File: src/rtl/memory_board_ctrl_if.sv
// Button/board/display bundle for the memory-game board controller.
// The master side drives move/select/board_labels; the slave side (the controller) drives the rest.
interface memory_board_ctrl_if #(
  parameter int NUM_CELLS   = 16,
  parameter int LABEL_W     = 4,
  parameter int NUM_PLAYERS = 2
);
  localparam int CW = $clog2(NUM_CELLS);
  localparam int PW = (NUM_PLAYERS > 2) ? $clog2(NUM_PLAYERS) : 1;
  localparam int SW = $clog2(NUM_CELLS / 2 + 1);

  logic                         move;
  logic                         select;
  logic [NUM_CELLS*LABEL_W-1:0] board_labels;
  logic [CW-1:0]                cursor;
  logic [LABEL_W-1:0]           cur_label;
  logic [2*NUM_CELLS-1:0]       cell_state;
  logic [PW-1:0]                player;
  logic [NUM_PLAYERS*SW-1:0]    scores;
  logic                         game_over;
  logic [PW-1:0]                winner;
  logic                         tie;
  logic                         timeout;

  modport master (
    output move, select, board_labels,
    input  cursor, cur_label, cell_state, player, scores, game_over, winner, tie, timeout
  );

  modport slave (
    input  move, select, board_labels,
    output cursor, cur_label, cell_state, player, scores, game_over, winner, tie, timeout
  );
endinterface

File: src/rtl/memory_board_ctrl.sv
// Board controller for the memory (pairs) game: cursor, card faces, turns, scoring, end of game.
// Optional turn timer enabled by defining TURN_TIMEOUT_EN.
module memory_board_ctrl #(
  parameter int NUM_CELLS      = 16,
  parameter int LABEL_W        = 4,
  parameter int NUM_PLAYERS    = 2,
  parameter int SHOW_CYCLES    = 25000000,
  parameter int TIMEOUT_CYCLES = 250000000
) (
  input logic                clk,
  input logic                rst,
  memory_board_ctrl_if.slave bus
);
  localparam int CW = $clog2(NUM_CELLS);
  localparam int PW = (NUM_PLAYERS > 2) ? $clog2(NUM_PLAYERS) : 1;
  localparam int SW = $clog2(NUM_CELLS / 2 + 1);
  localparam int HW = (SHOW_CYCLES > 1) ? $clog2(SHOW_CYCLES) : 1;

  localparam logic [1:0] ST_HIDDEN  = 2'b00;
  localparam logic [1:0] ST_FACEUP  = 2'b01;
  localparam logic [1:0] ST_MATCHED = 2'b10;

  if (SHOW_CYCLES < 1 || TIMEOUT_CYCLES < 1 || (NUM_CELLS % 2) != 0) begin : g_bad_params
    $error("memory_board_ctrl: illegal parameter combination");
  end

  typedef enum logic [1:0] {S_PICK1, S_PICK2, S_HOLD, S_DONE} state_t;

  state_t                    state_q, state_d;
  logic [CW-1:0]             cursor_q, cursor_d;
  logic [2*NUM_CELLS-1:0]    cells_q, cells_d;
  logic [PW-1:0]             player_q, player_d;
  logic [NUM_PLAYERS*SW-1:0] scores_q, scores_d;
  logic [SW-1:0]             pairs_q, pairs_d;
  logic [CW-1:0]             sel1_q, sel1_d, sel2_q, sel2_d;
  logic [HW-1:0]             hold_q, hold_d;
  logic                      move_q, move_d, select_q, select_d;
  logic                      game_over_q, game_over_d;
  logic [PW-1:0]             winner_q, winner_d;
  logic                      tie_q, tie_d;

  logic          move_ev, sel_ev, cur_hidden, labels_eq, tmo;
  logic [PW-1:0] next_player;
  logic [SW-1:0] best;
  logic [PW-1:0] best_idx;
  int unsigned   best_cnt;

`ifdef TURN_TIMEOUT_EN
  localparam int TW = (TIMEOUT_CYCLES > 1) ? $clog2(TIMEOUT_CYCLES) : 1;
  logic [TW-1:0] timer_q, timer_d;
  logic          timeout_q, timeout_d;
`endif

  always_comb begin
    state_d     = state_q;
    cursor_d    = cursor_q;
    cells_d     = cells_q;
    player_d    = player_q;
    scores_d    = scores_q;
    pairs_d     = pairs_q;
    sel1_d      = sel1_q;
    sel2_d      = sel2_q;
    hold_d      = hold_q;
    game_over_d = game_over_q;
    winner_d    = winner_q;
    tie_d       = tie_q;
    move_d      = bus.move;
    select_d    = bus.select;
    move_ev     = bus.move & ~move_q;
    sel_ev      = bus.select & ~select_q;
    cur_hidden  = (cells_q[{cursor_q, 1'b0} +: 2] == ST_HIDDEN);
    labels_eq   = (bus.board_labels[int'(sel1_q) * LABEL_W +: LABEL_W] ==
                   bus.board_labels[int'(sel2_q) * LABEL_W +: LABEL_W]);
    next_player = (player_q == PW'(NUM_PLAYERS - 1)) ? '0 : player_q + PW'(1);
`ifdef TURN_TIMEOUT_EN
    tmo = (state_q == S_PICK1 || state_q == S_PICK2) && (timer_q == TW'(TIMEOUT_CYCLES - 1));
`else
    tmo = 1'b0;
`endif

    // Picks below use cursor_q, so a same-cycle move still selects the pre-move cell.
    if (move_ev && state_q != S_DONE)
      cursor_d = (cursor_q == CW'(NUM_CELLS - 1)) ? '0 : cursor_q + CW'(1);

    if (tmo) begin
      if (state_q == S_PICK2) cells_d[{sel1_q, 1'b0} +: 2] = ST_HIDDEN;
      player_d = next_player;
      state_d  = S_PICK1;
    end else begin
      case (state_q)
        S_PICK1: if (sel_ev && cur_hidden) begin
          cells_d[{cursor_q, 1'b0} +: 2] = ST_FACEUP;
          sel1_d  = cursor_q;
          state_d = S_PICK2;
        end
        S_PICK2: if (sel_ev && cur_hidden) begin
          cells_d[{cursor_q, 1'b0} +: 2] = ST_FACEUP;
          sel2_d  = cursor_q;
          hold_d  = HW'(SHOW_CYCLES - 1);
          state_d = S_HOLD;
        end
        S_HOLD: if (hold_q != '0) begin
          hold_d = hold_q - HW'(1);
        end else if (labels_eq) begin
          cells_d[{sel1_q, 1'b0} +: 2] = ST_MATCHED;
          cells_d[{sel2_q, 1'b0} +: 2] = ST_MATCHED;
          scores_d[int'(player_q) * SW +: SW] = scores_q[int'(player_q) * SW +: SW] + SW'(1);
          pairs_d = pairs_q - SW'(1);
          if (pairs_q == SW'(1)) begin
            state_d     = S_DONE;
            game_over_d = 1'b1;
          end else begin
            state_d = S_PICK1;
          end
        end else begin
          cells_d[{sel1_q, 1'b0} +: 2] = ST_HIDDEN;
          cells_d[{sel2_q, 1'b0} +: 2] = ST_HIDDEN;
          player_d = next_player;
          state_d  = S_PICK1;
        end
        default: ;
      endcase
    end

    // Winner/tie are evaluated on the final scores and latched only on entry to DONE.
    best     = '0;
    best_idx = '0;
    best_cnt = 0;
    for (int unsigned p = 0; p < NUM_PLAYERS; p++) begin
      if (scores_d[p * SW +: SW] > best) begin
        best     = scores_d[p * SW +: SW];
        best_idx = PW'(p);
      end
    end
    for (int unsigned p = 0; p < NUM_PLAYERS; p++) begin
      if (scores_d[p * SW +: SW] == best) best_cnt = best_cnt + 1;
    end
    if (state_q != S_DONE && state_d == S_DONE) begin
      winner_d = best_idx;
      tie_d    = (best_cnt > 1);
    end

`ifdef TURN_TIMEOUT_EN
    timeout_d = tmo;
    timer_d   = timer_q;
    if (state_q == S_PICK1 || state_q == S_PICK2) timer_d = timer_q + TW'(1);
    if (tmo || (state_d == S_PICK1 && state_q != S_PICK1) ||
        (state_q == S_PICK1 && state_d == S_PICK2))
      timer_d = '0;
`endif
  end

  always_ff @(posedge clk or negedge rst) begin
    if (!rst) begin
      state_q     <= S_PICK1;
      cursor_q    <= '0;
      cells_q     <= '0;
      player_q    <= '0;
      scores_q    <= '0;
      pairs_q     <= SW'(NUM_CELLS / 2);
      sel1_q      <= '0;
      sel2_q      <= '0;
      hold_q      <= '0;
      move_q      <= 1'b0;
      select_q    <= 1'b0;
      game_over_q <= 1'b0;
      winner_q    <= '0;
      tie_q       <= 1'b0;
    end else begin
      state_q     <= state_d;
      cursor_q    <= cursor_d;
      cells_q     <= cells_d;
      player_q    <= player_d;
      scores_q    <= scores_d;
      pairs_q     <= pairs_d;
      sel1_q      <= sel1_d;
      sel2_q      <= sel2_d;
      hold_q      <= hold_d;
      move_q      <= move_d;
      select_q    <= select_d;
      game_over_q <= game_over_d;
      winner_q    <= winner_d;
      tie_q       <= tie_d;
    end
  end

`ifdef TURN_TIMEOUT_EN
  always_ff @(posedge clk or negedge rst) begin
    if (!rst) begin
      timer_q   <= '0;
      timeout_q <= 1'b0;
    end else begin
      timer_q   <= timer_d;
      timeout_q <= timeout_d;
    end
  end
  assign bus.timeout = timeout_q;
`else
  assign bus.timeout = 1'b0;
`endif

  assign bus.cursor     = cursor_q;
  assign bus.cur_label  = bus.board_labels[int'(cursor_q) * LABEL_W +: LABEL_W];
  assign bus.cell_state = cells_q;
  assign bus.player     = player_q;
  assign bus.scores     = scores_q;
  assign bus.game_over  = game_over_q;
  assign bus.winner     = winner_q;
  assign bus.tie        = tie_q;
endmodule

File: src/flat_wrapper.sv
// flat-port wrapper written by rule: the top's interface ports become plain ports
module memory_board_ctrl_flat 
#(
  parameter int NUM_CELLS      = 16,
  parameter int LABEL_W        = 4,
  parameter int NUM_PLAYERS    = 2,
  parameter int SHOW_CYCLES    = 25000000,
  parameter int TIMEOUT_CYCLES = 250000000
)
  (clk, rst, bus_move, bus_select, bus_board_labels, bus_cursor, bus_cur_label, bus_cell_state, bus_player, bus_scores, bus_game_over, bus_winner, bus_tie, bus_timeout);
  memory_board_ctrl_if #(.NUM_CELLS(NUM_CELLS), .LABEL_W(LABEL_W), .NUM_PLAYERS(NUM_PLAYERS)) bus_i ();
  input logic clk;
  input logic rst;
  input wire logic [$bits(bus_i.move)-1:0] bus_move;
  input wire logic [$bits(bus_i.select)-1:0] bus_select;
  input wire logic [$bits(bus_i.board_labels)-1:0] bus_board_labels;
  output wire logic [$bits(bus_i.cursor)-1:0] bus_cursor;
  output wire logic [$bits(bus_i.cur_label)-1:0] bus_cur_label;
  output wire logic [$bits(bus_i.cell_state)-1:0] bus_cell_state;
  output wire logic [$bits(bus_i.player)-1:0] bus_player;
  output wire logic [$bits(bus_i.scores)-1:0] bus_scores;
  output wire logic [$bits(bus_i.game_over)-1:0] bus_game_over;
  output wire logic [$bits(bus_i.winner)-1:0] bus_winner;
  output wire logic [$bits(bus_i.tie)-1:0] bus_tie;
  output wire logic [$bits(bus_i.timeout)-1:0] bus_timeout;
  assign bus_i.move = bus_move;
  assign bus_i.select = bus_select;
  assign bus_i.board_labels = bus_board_labels;
  assign bus_cursor = bus_i.cursor;
  assign bus_cur_label = bus_i.cur_label;
  assign bus_cell_state = bus_i.cell_state;
  assign bus_player = bus_i.player;
  assign bus_scores = bus_i.scores;
  assign bus_game_over = bus_i.game_over;
  assign bus_winner = bus_i.winner;
  assign bus_tie = bus_i.tie;
  assign bus_timeout = bus_i.timeout;
  memory_board_ctrl #(.NUM_CELLS(NUM_CELLS), .LABEL_W(LABEL_W), .NUM_PLAYERS(NUM_PLAYERS), .SHOW_CYCLES(SHOW_CYCLES), .TIMEOUT_CYCLES(TIMEOUT_CYCLES)) u_core (.clk(clk), .rst(rst), .bus(bus_i));
endmodule
File: config.mk
export PLATFORM = sky130hd
export DESIGN_NAME = memory_board_ctrl_flat
export DESIGN_NICKNAME = d
export VERILOG_FILES = /design/src/rtl/memory_board_ctrl_if.sv /design/src/rtl/memory_board_ctrl.sv /design/src/flat_wrapper.sv
export SDC_FILE = /design/constraint.sdc
export NUM_CORES = 1
export LEC_CHECK = 0
export CAP_MARGIN = 20
export CELL_PAD_IN_SITES_DETAIL_PLACEMENT = 0
export CELL_PAD_IN_SITES_GLOBAL_PLACEMENT = 1
export CORE_MARGIN = 2
export CORE_UTILIZATION = 54
export CTS_BUF_LIST = sky130_fd_sc_hd__clkbuf_8 sky130_fd_sc_hd__clkbuf_16
export CTS_CLUSTER_DIAMETER = 30
export DETAILED_ROUTE_END_ITERATION = 7
export DONT_BUFFER_PORTS = 1
export PLACE_DENSITY_LB_ADDON = 0.1
export SLEW_MARGIN = 25
export SYNTH_ARGS = -nofsm -noshare
export SYNTH_HDL_FRONTEND = slang
export SYNTH_SLANG_ARGS = --single-unit
File: constraint.sdc
create_clock -name clk -period 11.37 [get_ports clk]
set_input_delay 0.5685 -clock clk [delete_from_list [all_inputs] [get_ports clk]]
set_output_delay 0.5685 -clock clk [all_outputs]
set_load 0.02 [all_outputs]
# After elaboration in Yosys (flattened, before gate mapping)
# Index checks and enable logic that the tools add are counted.
# word_totals
regBits	89
latchBits	0
ram_bits	0
romBits	0
inputBits	68
out_inout_bits	53
elab_cells	106
mem_count	0
# classes
add_sub_neg	10
multipliers	0
div	0
order_cmp	3
n_eq_ne	13
shifts	15
mux	29
bitwise	6
n_reduce_logical	16
# op_table
operator	count
64-bit by 7-bit variable part select with 4-bit output	3
32-bit bitwise mux	5
2-bit by 7-bit variable part select with 32-bit output, first input constant	5
32-bit 2-to-1 mux	4
2-bit by 7-bit variable shift with 32-bit output, first input constant	3
32-bit case mux with 2 select lines	1
25-bit 2-to-1 mux	2
25-bit case mux with 2 select lines	1
3-bit negation with 33-bit output	1
4-bit by 33-bit variable shift with 8-bit output, first input constant	1
4-bit by 33-bit variable part select with 8-bit output	1
32-bit by 1-bit greater-than comparator with 1-bit output, second input constant	1
32-bit by 6-bit variable part select with 2-bit output	1
25-bit nonzero test	1
25-bit by 1-bit subtractor with 25-bit output, second input constant	1
8-bit 2-to-1 mux	3
5-bit negation with 7-bit output	3
4-bit equality test	3
4-bit 2-to-1 mux	3
3-bit AND reduction	4
2-bit 2-to-1 mux	5
4-bit by 1-bit adder with 4-bit output, second input constant	2
8-bit bitwise mux	1
8-bit by 4-bit variable part select with 4-bit output	1
21 further kinds	36

# Longest topological paths before layout
# logic_depth
depth_word	16
ltp_mapped	18
mapped_depth_nobuf	16

# Least setup slack after synthesis
# No wires, ideal clock.
# synth_path
kind	reg2reg
startpoint	reg u_core.sel2_q[0]
endpoint	reg u_core.winner_q, in the netlist u_core.bus.winner
setup_time_ns	0.125
arrival_ns	3.706
required_ns	11.245
slack_ns	7.540
path_stages_with_launch	16
path_buffers	2
cell_sequence	dfrtp_1 > buf_2 > buf_6 > mux4_2 > mux4_2 > xnor2_1 > nand3_4 > nor2_2 > mux2i_1 > ha_1 > nor2b_1 > o21ai_0 > nand2b_1 > a21oi_1 > a41oi_1 > mux2_2
# synth_via
elab_chain_len	9
word_cells_on_any_way	14
classes_between	2 x order compare; 2 x eq/ne; 1 x shift; 8 x mux; 1 x reduce/logical
# synth_lines
item	line	source
start, declared	memory_board_ctrl.sv:35	logic [CW-1:0] sel1_q, sel1_d, sel2_q, sel2_d;
start signal, assigned	memory_board_ctrl.sv:177	sel2_q <= sel2_d;
64-bit by 7-bit variable part select with 4-bit output *	memory_board_ctrl.sv:73	bus.board_labels[int'(sel2_q) * LABEL_W +: LABEL_W]);
4-bit equality test *	memory_board_ctrl.sv:72	labels_eq = (bus.board_labels[int'(sel1_q) * LABEL_W +: LABEL_W] ==
8-bit 2-to-1 mux	memory_board_ctrl.sv:104	end else if (labels_eq) begin
8-bit 2-to-1 mux	memory_board_ctrl.sv:102	S_HOLD: if (hold_q != '0) begin
8-bit 2-to-1 mux	memory_board_ctrl.sv:90	case (state_q)
4-bit by 1-bit greater-than comparator with 1-bit output	memory_board_ctrl.sv:130	if (scores_d[p * SW +: SW] > best) begin
4-bit 2-to-1 mux	memory_board_ctrl.sv:130	
4-bit greater-than comparator	memory_board_ctrl.sv:130	
1-bit 2-to-1 mux	memory_board_ctrl.sv:130	
end signal, assigned	memory_board_ctrl.sv:182	winner_q <= winner_d;
end, declared	memory_board_ctrl.sv:39	logic [PW-1:0] winner_q, winner_d;
# Mark *: on every way between the ends. The rest lies on a longest branch, timed or not.
# A chain may end at the register's enable or synchronous reset.

# Worst setup path in the final report
# layout_path
startpoint	reg u_core.sel1_q[0]
endpoint	reg u_core.winner_q, in the netlist u_core.bus.winner
# layout_via
word_cells_on_any_way	14
classes_between	2 x order compare; 2 x eq/ne; 1 x shift; 8 x mux; 1 x reduce/logical
# layout_lines
item	line	source
start, declared	memory_board_ctrl.sv:35	
start signal, assigned	memory_board_ctrl.sv:176	sel1_q <= sel1_d;
64-bit by 7-bit variable part select with 4-bit output	memory_board_ctrl.sv:72	
4-bit equality test	memory_board_ctrl.sv:72	
8-bit 2-to-1 mux	memory_board_ctrl.sv:104	
8-bit 2-to-1 mux	memory_board_ctrl.sv:102	
8-bit 2-to-1 mux	memory_board_ctrl.sv:90	
via u_core.scores_d[5]	memory_board_ctrl.sv:33	logic [NUM_PLAYERS*SW-1:0] scores_q, scores_d;
4-bit greater-than comparator	memory_board_ctrl.sv:130	
1-bit 2-to-1 mux	memory_board_ctrl.sv:130	
# The timed path passes the listed nets, and every way through them passes these cells.

==> flow_metrics.env <==
export IMPL_status="finished, final reports clean"
export IMPL_drc=0
export IMPL_cp_cell_sequence="buf_4 > mux4_2 > mux4_2 > xor2_1 > nor4_4 > nand4_1 > mux2_2 > ha_1 > nor2b_1 > o21ai_0 > nand2b_1 > a21oi_1 > a41oi_1 > mux2_2"
export IMPL_clk_path_buf_depth=2
export IMPL_top_layer_used="met4"
export IMPL_routed_via_density=6.78
export IMPL_antenna_cells=0
export IMPL_tightest_slew_ns=1.00
export IMPL_port_buffers=0
export IMPL_grt_max_degree=89
export IMPL_ys_ff_latch=89
export IMPL_syn_inst=698
export IMPL_post_cts_resized=0
export IMPL_grt_pass1_vias=5756
export IMPL_min_period_ns=4.37
export IMPL_reg2reg_slack_ns=7.00
export IMPL_antenna_found_initial=0
export IMPL_clock_fmax_mhz=229
export IMPL_tns_ns=0
export IMPL_final_layout_size_suffix_gt1_share_pct=14.9
export IMPL_drtIter0Drc=427
export IMPL_cp_required_ns=11.60
export IMPL_timing_rr_end="u_core.bus.winner"
export IMPL_yosys_most_used_dff="dfrtp_1"
export IMPL_cts_tree="done"
export IMPL_area_delta_synth_final_pct=5.32
export IMPL_totalWireLength_um=18900
export IMPL_setup_viol=0
export IMPL_die_h_um=118
export IMPL_rows=41
export IMPL_critical_path_class="reg2reg"
export IMPL_reg2reg_depth=14
export IMPL_cp_top_family="multiplexers"
export IMPL_max_stage_delay_ns=0.56
export IMPL_path_buf_inv=1
export IMPL_hold_ws_ns=0.0614
export IMPL_ioPinCount=121
export IMPL_finClkSkew_ns=0.00807
export IMPL_cp_slowest_cell="mux4_2"
export IMPL_start_kind="flip-flop"
export IMPL_die_w_um=118
export IMPL_ys_top_cells_by_area="dfrtp_1 31%, mux4_2 16%, ha_1 4.3%, mux2i_1 4.3%, nand2_1 3.0%"
export IMPL_layout_nets=766
export IMPL_hp_class="in2async"
export IMPL_synth_edf_count=0
export IMPL_crit_fanout=25
export IMPL_grt_use_total_pct=27.8
export IMPL_antenna_left=0
export IMPL_cts_setup_buffers=0
export IMPL_via_count=5771
export IMPL_grt_pass1_wl_um=30900
export IMPL_clock_sinks=89
export IMPL_drv_cap=0
export IMPL_fin_util_pct=58.5
export IMPL_arrival_ns=4.60
export IMPL_p_per_area_nw_per_um2=208
export IMPL_drtPass1Iterations=5
export IMPL_met2_length_um=8740
export IMPL_ys_async_sr_fraction_pct=100
export IMPL_syn_avg_cell_area_um2=10.0
export IMPL_yosys_warnings=0
export IMPL_grt_ovfl_total=0
export IMPL_dp_hpwl_um=13700
export IMPL_relSlewSlack_pct=33.1
export IMPL_initial_utilization_pct=55.5
export IMPL_m1WireLength_um=8160
export IMPL_seq_area_frac_synth_pct=31.8
export IMPL_wire_per_inst_um=22.2
export IMPL_yosysTopAreaCell="dfrtp_1"
export IMPL_clkTransAtPathRegs_ns=0.07
export IMPL_end_kind="flip-flop"
export IMPL_htree_levels=3
export IMPL_numCtsBuffers=9
export IMPL_slew_viol_final=0
export IMPL_syn_num_nets=790
export IMPL_ys_types=71
export IMPL_cts_root_buf="clkbuf_16"
export IMPL_core_um2=12600
export IMPL_total_power_mw=1.54
export IMPL_grt_setup_unrepaired="false"
export IMPL_fin_crit_sh_pct=38.4
export IMPL_dr_wl_met3_um=1600
export IMPL_die_area_um2=13900
export IMPL_netlist_area_um2=7010
export IMPL_timing_rr_start="u_core.sel1_q[0]"
export IMPL_peakVddDrop_v=0.000103
export IMPL_p_leak_nw=2.97
export IMPL_hold_viol_final=0
export IMPL_gp_congestion=0.901
export IMPL_insertion_delay_ns=0.35
export IMPL_yosys_area_top_type_share_pct=31.4
state kept, by name (all words and copies together) (netlist names), 2 cells and up:
register               flops
u_core.bus.cell_state     32
u_core.bus.cursor          4
u_core.bus.scores          8
u_core.hold_q             25
u_core.pairs_q             4
u_core.sel1_q              4
u_core.sel2_q              4
u_core.state_q             2
routing by layer:
layer / track usage (%) / vias up
met5: 0 / -
met4: 8.66 / 0
met3: 6.73 / 25
met2: 43.0 / 267
met1: 38.9 / 2860
li1: - / 2619
report_power, final:
part	internal, mW	switching [mW]	leakage, nW
Sequential	0.379	0.160	1.14
Clock	0.151	0.136	0.134
Combinational	0.311	0.399	1.69
worst max-delay path by stage:
stage / startpoint / to / slack, ns / depth (start not counted)
floorplan: u_core.sel2_q[0] / u_core.bus.winner / 7.54 / 15
finish: u_core.sel1_q[0] / u_core.bus.winner / 7.00 / 14
detailed placement: u_core.sel1_q[0] / u_core.bus.winner / 7.00 / 14
global placement: u_core.sel1_q[0] / u_core.bus.winner / 7.10 / 14
CTS: u_core.sel1_q[0] / u_core.bus.winner / 6.99 / 14
global route: u_core.sel1_q[0] / u_core.bus.winner / 6.74 / 15
cells by family after synthesis:
kind of cell | synth area share [%]
AOI/OAI and AO/OA | 14.7
muxes | 22.3
DFF | 31.8
adders and majority gates | 4.29
and+or+nand+nor | 17.8
buffers and inverters | 4.20
xor gates and xnor gates | 4.86
other | 0.0535
per-stage QoR:
step / instances / area [um2] / setup slack (ns)
3_5_place_dp: 834 / 7070 / 7.00
2_1_floorplan: 698 / 7010 / 7.54
6_report: 851 / 7380 / 7.00
4_1_cts: 851 / 7370 / 6.99
3_3_place_gp: 834 / 7070 / 7.10
5_1_grt: 851 / 7380 / 6.74
placed cells by master, fill, tap and decap left out, types with 10 or more instances in the layout:
| cell type | count |
|---|---|
| nand4_1 | 14 |
| dfrtp_1 | 87 |
| o31ai_1 | 16 |
| xor2_1 | 16 |
| nand3_1 | 31 |
| a21oi_1 | 22 |
| nand2_1 | 56 |
| nor2_1 | 42 |
| o21ai_0 | 40 |
| ha_1 | 24 |
| mux2i_1 | 30 |
| mux4_2 | 51 |
| xnor2_1 | 21 |
| nor3_1 | 20 |
| mux2_2 | 10 |
| inv_1 | 26 |
cells in the mapped netlist (all sizes together) (4+ instances only):
| library cell | n |
|---|---|
| o311ai | 5 |
| o31ai | 16 |
| o2bb2ai | 6 |
| dfrtp | 88 |
| a21o | 6 |
| a21oi | 22 |
| inv | 27 |
| nand2b | 7 |
| o22ai | 6 |
| nor2b | 7 |
| o21ai | 41 |
| mux2i | 30 |
| mux2 | 10 |
| a22oi | 8 |
| nor2 | 43 |
| buf | 15 |
| or4 | 11 |
| nor4 | 10 |
| and3 | 5 |
| clkbuf | 26 |
| or3 | 10 |
| xnor2 | 22 |
| and2 | 5 |
| nor3 | 22 |
| nand2 | 56 |
| a2bb2oi | 4 |
| mux4 | 51 |
| xor2 | 16 |
| ha | 24 |
| a31oi | 4 |
| a22o | 8 |
| nand4 | 14 |
| nand3 | 32 |
cell type report:
| class | instances | area, um2 |
|---|---|---|
| Clock buffer | 9 | 225 |
| Clock inverter | 7 | 53.8 |
| Fill cell | 1101 | 5240 |
| Inverter | 27 | 101 |
| Multi-Input combinational cell | 541 | 4490 |
| Sequential cell | 89 | 2230 |
| Tap cell | 172 | 215 |
| Timing Repair Buffer | 6 | 65.1 |
what timing repair did:
item / CTS / global route
hold buffers: 1 / 0
setup endpoints to repair: 0 / 0
hold endpoints to repair: 88 / 0
(Power assumes the default switching activity.)
